--- src/rtl/pipe_pkg.sv ---
// Shared constants for the pipeline-stage registers: control-bit positions,
// default widths and the slot-occupancy state encoding.
package pipe_pkg;

  localparam int CTRL_MEMWRITE = 0;
  localparam int CTRL_MEMREAD  = 1;
  localparam int CTRL_MEMTOREG = 2;
  localparam int CTRL_REGWRITE = 3;
  localparam int CTRL_HLT      = 4;

  localparam int DEF_DATA_W = 16;
  localparam int DEF_DST_W  = 4;

  // Occupancy is {main_valid, skid_valid}; 2'b01 is unreachable.
  typedef enum logic [1:0] {
    ST_EMPTY = 2'b00,
    ST_ONE   = 2'b10,
    ST_FULL  = 2'b11
  } slot_state_e;

  function automatic slot_state_e slot_state(input logic main_vld, input logic skid_vld);
    return slot_state_e'({main_vld, skid_vld});
  endfunction

endpackage

--- src/rtl/pipe_stage_if.sv ---
// Valid/ready beat bus between two pipeline stages; the stage register sits on
// the slave side, the producer/consumer pair on the master side.
interface pipe_stage_if
  import pipe_pkg::*;
#(
  parameter int DATA_W = DEF_DATA_W,
  parameter int NDATA  = 2,
  parameter int CTRL_W = 5,
  parameter int DST_W  = DEF_DST_W
) ();

  logic                    in_valid;
  logic                    in_ready;
  logic [NDATA*DATA_W-1:0] in_data;
  logic [CTRL_W-1:0]       in_ctrl;
  logic [DST_W-1:0]        in_dst;

  logic                    out_valid;
  logic                    out_ready;
  logic [NDATA*DATA_W-1:0] out_data;
  logic [CTRL_W-1:0]       out_ctrl;
  logic [DST_W-1:0]        out_dst;

  modport master (
    output in_valid, in_data, in_ctrl, in_dst, out_ready,
    input  in_ready, out_valid, out_data, out_ctrl, out_dst
  );

  modport slave (
    input  in_valid, in_data, in_ctrl, in_dst, out_ready,
    output in_ready, out_valid, out_data, out_ctrl, out_dst
  );

endinterface

--- src/rtl/dff.sv ---
// Generic D flip-flop cell with synchronous active-high clear and load enable.
module dff #(
  parameter int W = 1
) (
  input  logic         clk,
  input  logic         rst,
  input  logic         i_en,
  input  logic [W-1:0] i_d,
  output logic [W-1:0] o_q
);

  logic [W-1:0] r_q;

  always_ff @(posedge clk) begin
    if (rst) begin
      r_q <= '0;
    end else if (i_en) begin
      r_q <= i_d;
    end
  end

  assign o_q = r_q;

endmodule

--- src/rtl/pipe_slot.sv ---
// One beat of storage: a valid flag that updates every cycle plus payload
// flops (data, ctrl, dst) that load only when the slot is written.
module pipe_slot
  import pipe_pkg::*;
#(
  parameter int DATA_W = DEF_DATA_W,
  parameter int NDATA  = 2,
  parameter int CTRL_W = 5,
  parameter int DST_W  = DEF_DST_W
) (
  input  logic                    clk,
  input  logic                    rst,
  input  logic                    i_ld,
  input  logic                    i_vld_d,
  input  logic [NDATA*DATA_W-1:0] i_data,
  input  logic [CTRL_W-1:0]       i_ctrl,
  input  logic [DST_W-1:0]        i_dst,
  output logic                    o_vld,
  output logic [NDATA*DATA_W-1:0] o_data,
  output logic [CTRL_W-1:0]       o_ctrl,
  output logic [DST_W-1:0]        o_dst
);

  dff #(.W(1)) u_vld (
    .clk  (clk),
    .rst  (rst),
    .i_en (1'b1),
    .i_d  (i_vld_d),
    .o_q  (o_vld)
  );

  // Payload holds through flush; only rst or a load changes it.
  dff #(.W(NDATA*DATA_W)) u_data (
    .clk  (clk),
    .rst  (rst),
    .i_en (i_ld),
    .i_d  (i_data),
    .o_q  (o_data)
  );

  dff #(.W(CTRL_W)) u_ctrl (
    .clk  (clk),
    .rst  (rst),
    .i_en (i_ld),
    .i_d  (i_ctrl),
    .o_q  (o_ctrl)
  );

  dff #(.W(DST_W)) u_dst (
    .clk  (clk),
    .rst  (rst),
    .i_en (i_ld),
    .i_d  (i_dst),
    .o_q  (o_dst)
  );

endmodule

--- src/rtl/pipe_stage.sv ---
// Inter-stage register with valid/ready handshake, one-entry skid buffer,
// flush and a sticky halt raised when a HLT-tagged beat is delivered.
module pipe_stage
  import pipe_pkg::*;
#(
  parameter int DATA_W  = DEF_DATA_W,
  parameter int NDATA   = 2,
  parameter int CTRL_W  = 5,
  parameter int DST_W   = DEF_DST_W,
  parameter int HLT_BIT = CTRL_HLT
) (
  input  logic       clk,
  input  logic       rst,
  input  logic       flush,
  output logic       halted,
  pipe_stage_if.slave bus
);

  localparam int PW = NDATA * DATA_W;

  logic              w_main_vld, w_skid_vld;
  logic [PW-1:0]     w_main_data, w_skid_data;
  logic [CTRL_W-1:0] w_main_ctrl, w_skid_ctrl;
  logic [DST_W-1:0]  w_main_dst, w_skid_dst;

  logic              w_in_fire, w_out_fire, w_out_vld, w_in_rdy;
  logic              w_main_ld, w_main_from_skid, w_skid_ld;
  logic              w_main_vld_d, w_skid_vld_d;
  logic [PW-1:0]     w_main_d_data;
  logic [CTRL_W-1:0] w_main_d_ctrl;
  logic [DST_W-1:0]  w_main_d_dst;
  slot_state_e       w_state;
  logic              r_halted;

  // in_ready depends only on registered state, never on out_ready.
  assign w_in_rdy   = !w_skid_vld && !r_halted;
  assign w_out_vld  = w_main_vld && !r_halted;
  assign w_in_fire  = bus.in_valid && w_in_rdy;
  assign w_out_fire = w_out_vld && bus.out_ready;
  assign w_state    = slot_state(w_main_vld, w_skid_vld);

  always_comb begin
    w_main_ld        = 1'b0;
    w_main_from_skid = 1'b0;
    w_skid_ld        = 1'b0;
    w_main_vld_d     = w_main_vld;
    w_skid_vld_d     = w_skid_vld;
    if (flush) begin
      w_main_vld_d = 1'b0;
      w_skid_vld_d = 1'b0;
    end else begin
      case (w_state)
        ST_EMPTY: begin
          if (w_in_fire) begin
            w_main_ld    = 1'b1;
            w_main_vld_d = 1'b1;
          end
        end
        ST_ONE: begin
          if (w_in_fire && w_out_fire) begin
            w_main_ld = 1'b1;
          end else if (w_in_fire) begin
            w_skid_ld    = 1'b1;
            w_skid_vld_d = 1'b1;
          end else if (w_out_fire) begin
            w_main_vld_d = 1'b0;
          end
        end
        ST_FULL: begin
          if (w_out_fire) begin
            w_main_ld        = 1'b1;
            w_main_from_skid = 1'b1;
            w_skid_vld_d     = 1'b0;
          end
        end
        default: begin
          w_main_vld_d = 1'b0;
          w_skid_vld_d = 1'b0;
        end
      endcase
    end
  end

  assign w_main_d_data = w_main_from_skid ? w_skid_data : bus.in_data;
  assign w_main_d_ctrl = w_main_from_skid ? w_skid_ctrl : bus.in_ctrl;
  assign w_main_d_dst  = w_main_from_skid ? w_skid_dst  : bus.in_dst;

  pipe_slot #(.DATA_W(DATA_W), .NDATA(NDATA), .CTRL_W(CTRL_W), .DST_W(DST_W)) u_main (
    .clk     (clk),
    .rst     (rst),
    .i_ld    (w_main_ld),
    .i_vld_d (w_main_vld_d),
    .i_data  (w_main_d_data),
    .i_ctrl  (w_main_d_ctrl),
    .i_dst   (w_main_d_dst),
    .o_vld   (w_main_vld),
    .o_data  (w_main_data),
    .o_ctrl  (w_main_ctrl),
    .o_dst   (w_main_dst)
  );

  pipe_slot #(.DATA_W(DATA_W), .NDATA(NDATA), .CTRL_W(CTRL_W), .DST_W(DST_W)) u_skid (
    .clk     (clk),
    .rst     (rst),
    .i_ld    (w_skid_ld),
    .i_vld_d (w_skid_vld_d),
    .i_data  (bus.in_data),
    .i_ctrl  (bus.in_ctrl),
    .i_dst   (bus.in_dst),
    .o_vld   (w_skid_vld),
    .o_data  (w_skid_data),
    .o_ctrl  (w_skid_ctrl),
    .o_dst   (w_skid_dst)
  );

  // A HLT beat that leaves during a flush cycle was still seen downstream.
  always_ff @(posedge clk) begin
    if (rst) begin
      r_halted <= 1'b0;
    end else if (w_out_fire && w_main_ctrl[HLT_BIT]) begin
      r_halted <= 1'b1;
    end
  end

  assign halted        = r_halted;
  assign bus.in_ready  = w_in_rdy;
  assign bus.out_valid = w_out_vld;
  assign bus.out_data  = w_main_data;
  assign bus.out_ctrl  = w_out_vld ? w_main_ctrl : '0;
  assign bus.out_dst   = w_main_dst;

endmodule
--- src/flat_wrapper.sv ---
// flat-port wrapper written by rule: the top's interface ports become plain ports
module pipe_stage_flat import pipe_pkg::*;
#(
  parameter int DATA_W  = DEF_DATA_W,
  parameter int NDATA   = 2,
  parameter int CTRL_W  = 5,
  parameter int DST_W   = DEF_DST_W,
  parameter int HLT_BIT = CTRL_HLT
)
  (clk, rst, flush, halted, bus_in_valid, bus_in_data, bus_in_ctrl, bus_in_dst, bus_out_ready, bus_in_ready, bus_out_valid, bus_out_data, bus_out_ctrl, bus_out_dst);
  pipe_stage_if #(.DATA_W(DATA_W), .NDATA(NDATA), .CTRL_W(CTRL_W), .DST_W(DST_W)) bus_i ();
  input  logic clk;
  input  logic rst;
  input  logic flush;
  output logic halted;
  input wire logic [$bits(bus_i.in_valid)-1:0] bus_in_valid;
  input wire logic [$bits(bus_i.in_data)-1:0] bus_in_data;
  input wire logic [$bits(bus_i.in_ctrl)-1:0] bus_in_ctrl;
  input wire logic [$bits(bus_i.in_dst)-1:0] bus_in_dst;
  input wire logic [$bits(bus_i.out_ready)-1:0] bus_out_ready;
  output wire logic [$bits(bus_i.in_ready)-1:0] bus_in_ready;
  output wire logic [$bits(bus_i.out_valid)-1:0] bus_out_valid;
  output wire logic [$bits(bus_i.out_data)-1:0] bus_out_data;
  output wire logic [$bits(bus_i.out_ctrl)-1:0] bus_out_ctrl;
  output wire logic [$bits(bus_i.out_dst)-1:0] bus_out_dst;
  assign bus_i.in_valid = bus_in_valid;
  assign bus_i.in_data = bus_in_data;
  assign bus_i.in_ctrl = bus_in_ctrl;
  assign bus_i.in_dst = bus_in_dst;
  assign bus_i.out_ready = bus_out_ready;
  assign bus_in_ready = bus_i.in_ready;
  assign bus_out_valid = bus_i.out_valid;
  assign bus_out_data = bus_i.out_data;
  assign bus_out_ctrl = bus_i.out_ctrl;
  assign bus_out_dst = bus_i.out_dst;
  pipe_stage #(.DATA_W(DATA_W), .NDATA(NDATA), .CTRL_W(CTRL_W), .DST_W(DST_W), .HLT_BIT(HLT_BIT)) u_core (.clk(clk), .rst(rst), .flush(flush), .halted(halted), .bus(bus_i));
endmodule
--- config.mk ---
export PLATFORM = sky130hd
export DESIGN_NAME = pipe_stage_flat
export DESIGN_NICKNAME = d
export VERILOG_FILES = /design/src/rtl/pipe_pkg.sv /design/src/rtl/pipe_stage_if.sv /design/src/rtl/dff.sv /design/src/rtl/pipe_slot.sv /design/src/rtl/pipe_stage.sv /design/src/flat_wrapper.sv
export SDC_FILE = /design/constraint.sdc
export NUM_CORES = 1
export LEC_CHECK = 0
export BUFFER_PORTS_ARGS = -buffer_cell sky130_fd_sc_hd__buf_2
export CAP_MARGIN = 10
export CORE_UTILIZATION = 56
export DETAILED_ROUTE_END_ITERATION = 12
export GPL_ROUTABILITY_DRIVEN = 0
export PLACE_DENSITY = 0.84
export SYNTH_ARGS = -nofsm -noshare
export SYNTH_HDL_FRONTEND = slang
export SYNTH_SLANG_ARGS = --single-unit
--- constraint.sdc ---
create_clock -name clk -period 2.96 [get_ports clk]
set_input_delay 0.592 -clock clk [delete_from_list [all_inputs] [get_ports clk]]
set_output_delay 0.592 -clock clk [all_outputs]
set_load 0.02 [all_outputs]
==> metrics.txt <==
Peak VDD IR 0.283 mV; Worst Setup Start Kind flop; clock slew at the register clock pins of the worst setup and hold paths 0.07 ns; Syn. warnings 0; Clk Latency, worst-skew pair 0.35 ns; ant diodes 0; drt drc 0; Setup TNS 0 ns; cell count along the critical path 3; vias in the first global route 2874; DRT Pass-1 Iters 4; final period utilization 68.9%; min cycle time layout 2.04 ns; Clock Skew 0.0102 ns; Area growth syn-to-layout 20.5%; cell count after synthesis 434; vias per cell 5.47; synth unique cells 20; most common cell after layout, fill and taps aside nand2_1; width of the die 79.3 µm; power per cell area 554 mW/mm²; nets 554; Post-Synthesis Net Count 480; DRT iter0 DRCs 163; initial antenna violation count 0; reg2reg path depth 5; core area 0.00564 mm²; largest net degree at the start of global routing 52; WL per Instance 13.3 µm; Buffers on Ports 89; DP HPWL 5100 µm; Worst Slack Setup Final 0.922 ns; post-route cell area 0.00403 mm²; clock sinks 85; Slew @ Worst Pin 0.658 ns; die area 0.00629 mm²; WL final 7750 µm; max-cap viol count 0; Routed Antenna Nets 0; die height 79.3 µm; slowest cell on the critical path dfxtp_1; cell family with most CP delay simple AND/OR/NAND/NOR gates; RSZ-0062 raised after global routing false; Pins Over Slew Limit 0; Resized cells post-CTS 0; CTS tree built; Worst Path Buf+Inv 1; Placed Cells 569; peak fanout along the critical path 7; Crit Path Class flop to output port; Syn Area/Cell 7.71 µm²; #FFs+latches synth 85; worst path cell trace nor2b_1 > and2_1 > buf_2; Total GRT Usage 25.5%; Place WS 0.621 ns; first-pass GRT wire length 12400 µm; post-synthesis cell area 0.00334 mm²; Starting Density 59.3%; GRT overflow 0; sequential area share after synthesis 50.9%; Hold Path Cell Cnt 2; # IOs 90; post-CTS setup buffer count 0; Lkg Pwr 1.64 nW; clock root cell clkbuf_8; final hold violations 0; H-tree Lvls 3; ratio of cells with drive above 1 in the final layout 21.7%; Crit. End Element output port; most frequent cells in the layout nand2_1, buf_2, dfxtp_1; CP peak stage delay 0.42 ns; placed instance area 0.00385 mm²; Inserted Clock Buffers 9; WP data arrival 1.45 ns; Clock Path Buffers 2; Slew headroom 56.1%; status finished clean; Max Clock Freq 491 MHz; row count 27; # hold bufs at CTS 0; total vias in the final route 3190; Final setup violation count 0; Post-Layout Cell Count 583; worst min-delay path class flop to flop; Worst EP required 2.37 ns
==> metrics by stage <==
step           power, mW  hold WS (ns)  util (%)
2_1_floorplan       1.39         0.437         -
3_3_place_gp        1.48         0.442      68.2
3_5_place_dp        1.49         0.447      68.2
4_1_cts             2.24         0.457      71.4
5_1_grt             2.31         0.468      71.4
6_report            2.23         0.456      71.4
==> power by group <==
group / switching (mW) / internal (mW)
combinational: 0.156 / 0.0954
sequential: 0.0239 / 1.19
clock: 0.365 / 0.403
total: 0.545 / 1.69
==> cells in the mapped netlist <==
library cell	n	share of area (%)
a22oi_1	1	0.22
clkbuf_1	29	3.3
o21ai_0	1	0.15
buf_1	2	0.22
nand3_1	1	0.15
nor3_1	2	0.30
nor2b_1	2	0.37
nand2_1	167	19
dfxtp_1	85	51
nand4_1	1	0.19
or2_1	1	0.19
nor2_1	43	4.8
nor4bb_1	1	0.30
a21oi_1	43	6.4
and4_1	1	0.26
a311oi_1	41	11
inv_1	2	0.22
and2_1	6	1.1
a2111oi_4	1	0.82
buf_2	4	0.60
==> final timing paths <==
path                           startpoint                      endpoint  slack (ns)
min reg2reg  u_core.u_skid.u_data.o_q[27]  u_core.u_skid.u_data.o_q[27]        0.46
max               u_core.u_main.u_vld.o_q               bus_out_ctrl[4]        0.92
min          u_core.u_skid.u_data.o_q[27]  u_core.u_skid.u_data.o_q[27]        0.46
max reg2reg                 u_core.halted  u_core.u_main.u_data.o_q[24]        0.94
==> worst min-delay path: stages (launching register included) <==
cell     delay, ns
dfxtp_1       0.31
nand2_1       0.05
a21oi_1       0.05
==> logic make-up after synthesis <==
family                 after synthesis  synth area share (%)
and+or+nand+nor                    225                  26.4
AOI/OAI and AO/OA                   87                  18.4
buffers and inverters               37                  4.30
DFF                                 85                  50.9
==> metal layers <==
metal / GRT usage, % / vias up / share of wire [%]
li1: - / 1609 / -
met3: 4.14 / 9 / 5.5
met5: 0 / - / 0
met4: 13.3 / 0 / 1.6
met1: 29.5 / 1470 / 42
met2: 44.9 / 102 / 50
==> state kept, by name, summed over array words and instances (netlist names) <==
register,cells
u_core.u_main.u_data.o_q,32
u_core.u_skid.u_data.o_q,32
u_core.u_main.u_ctrl.o_q,5
u_core.u_skid.u_ctrl.o_q,5
u_core.u_main.u_dst.o_q,4
u_core.u_skid.u_dst.o_q,4
u_core.halted,1
u_core.u_main.u_vld.o_q,1
u_core.u_skid.u_vld.o_q,1
==> layout make-up <==
| class | instances | area, µm² |
|---|---|---|
| Clock inverter | 2 | 35.0 |
| Fill cell | 479 | 1610 |
| Inverter | 2 | 7.51 |
| Timing Repair Buffer | 98 | 551 |
| Multi-Input combinational cell | 312 | 1500 |
| Sequential cell | 85 | 1700 |
| Tap cell | 72 | 90.1 |
| Clock buffer | 12 | 145 |
Note: power is estimated with default switching activity, not from simulation.
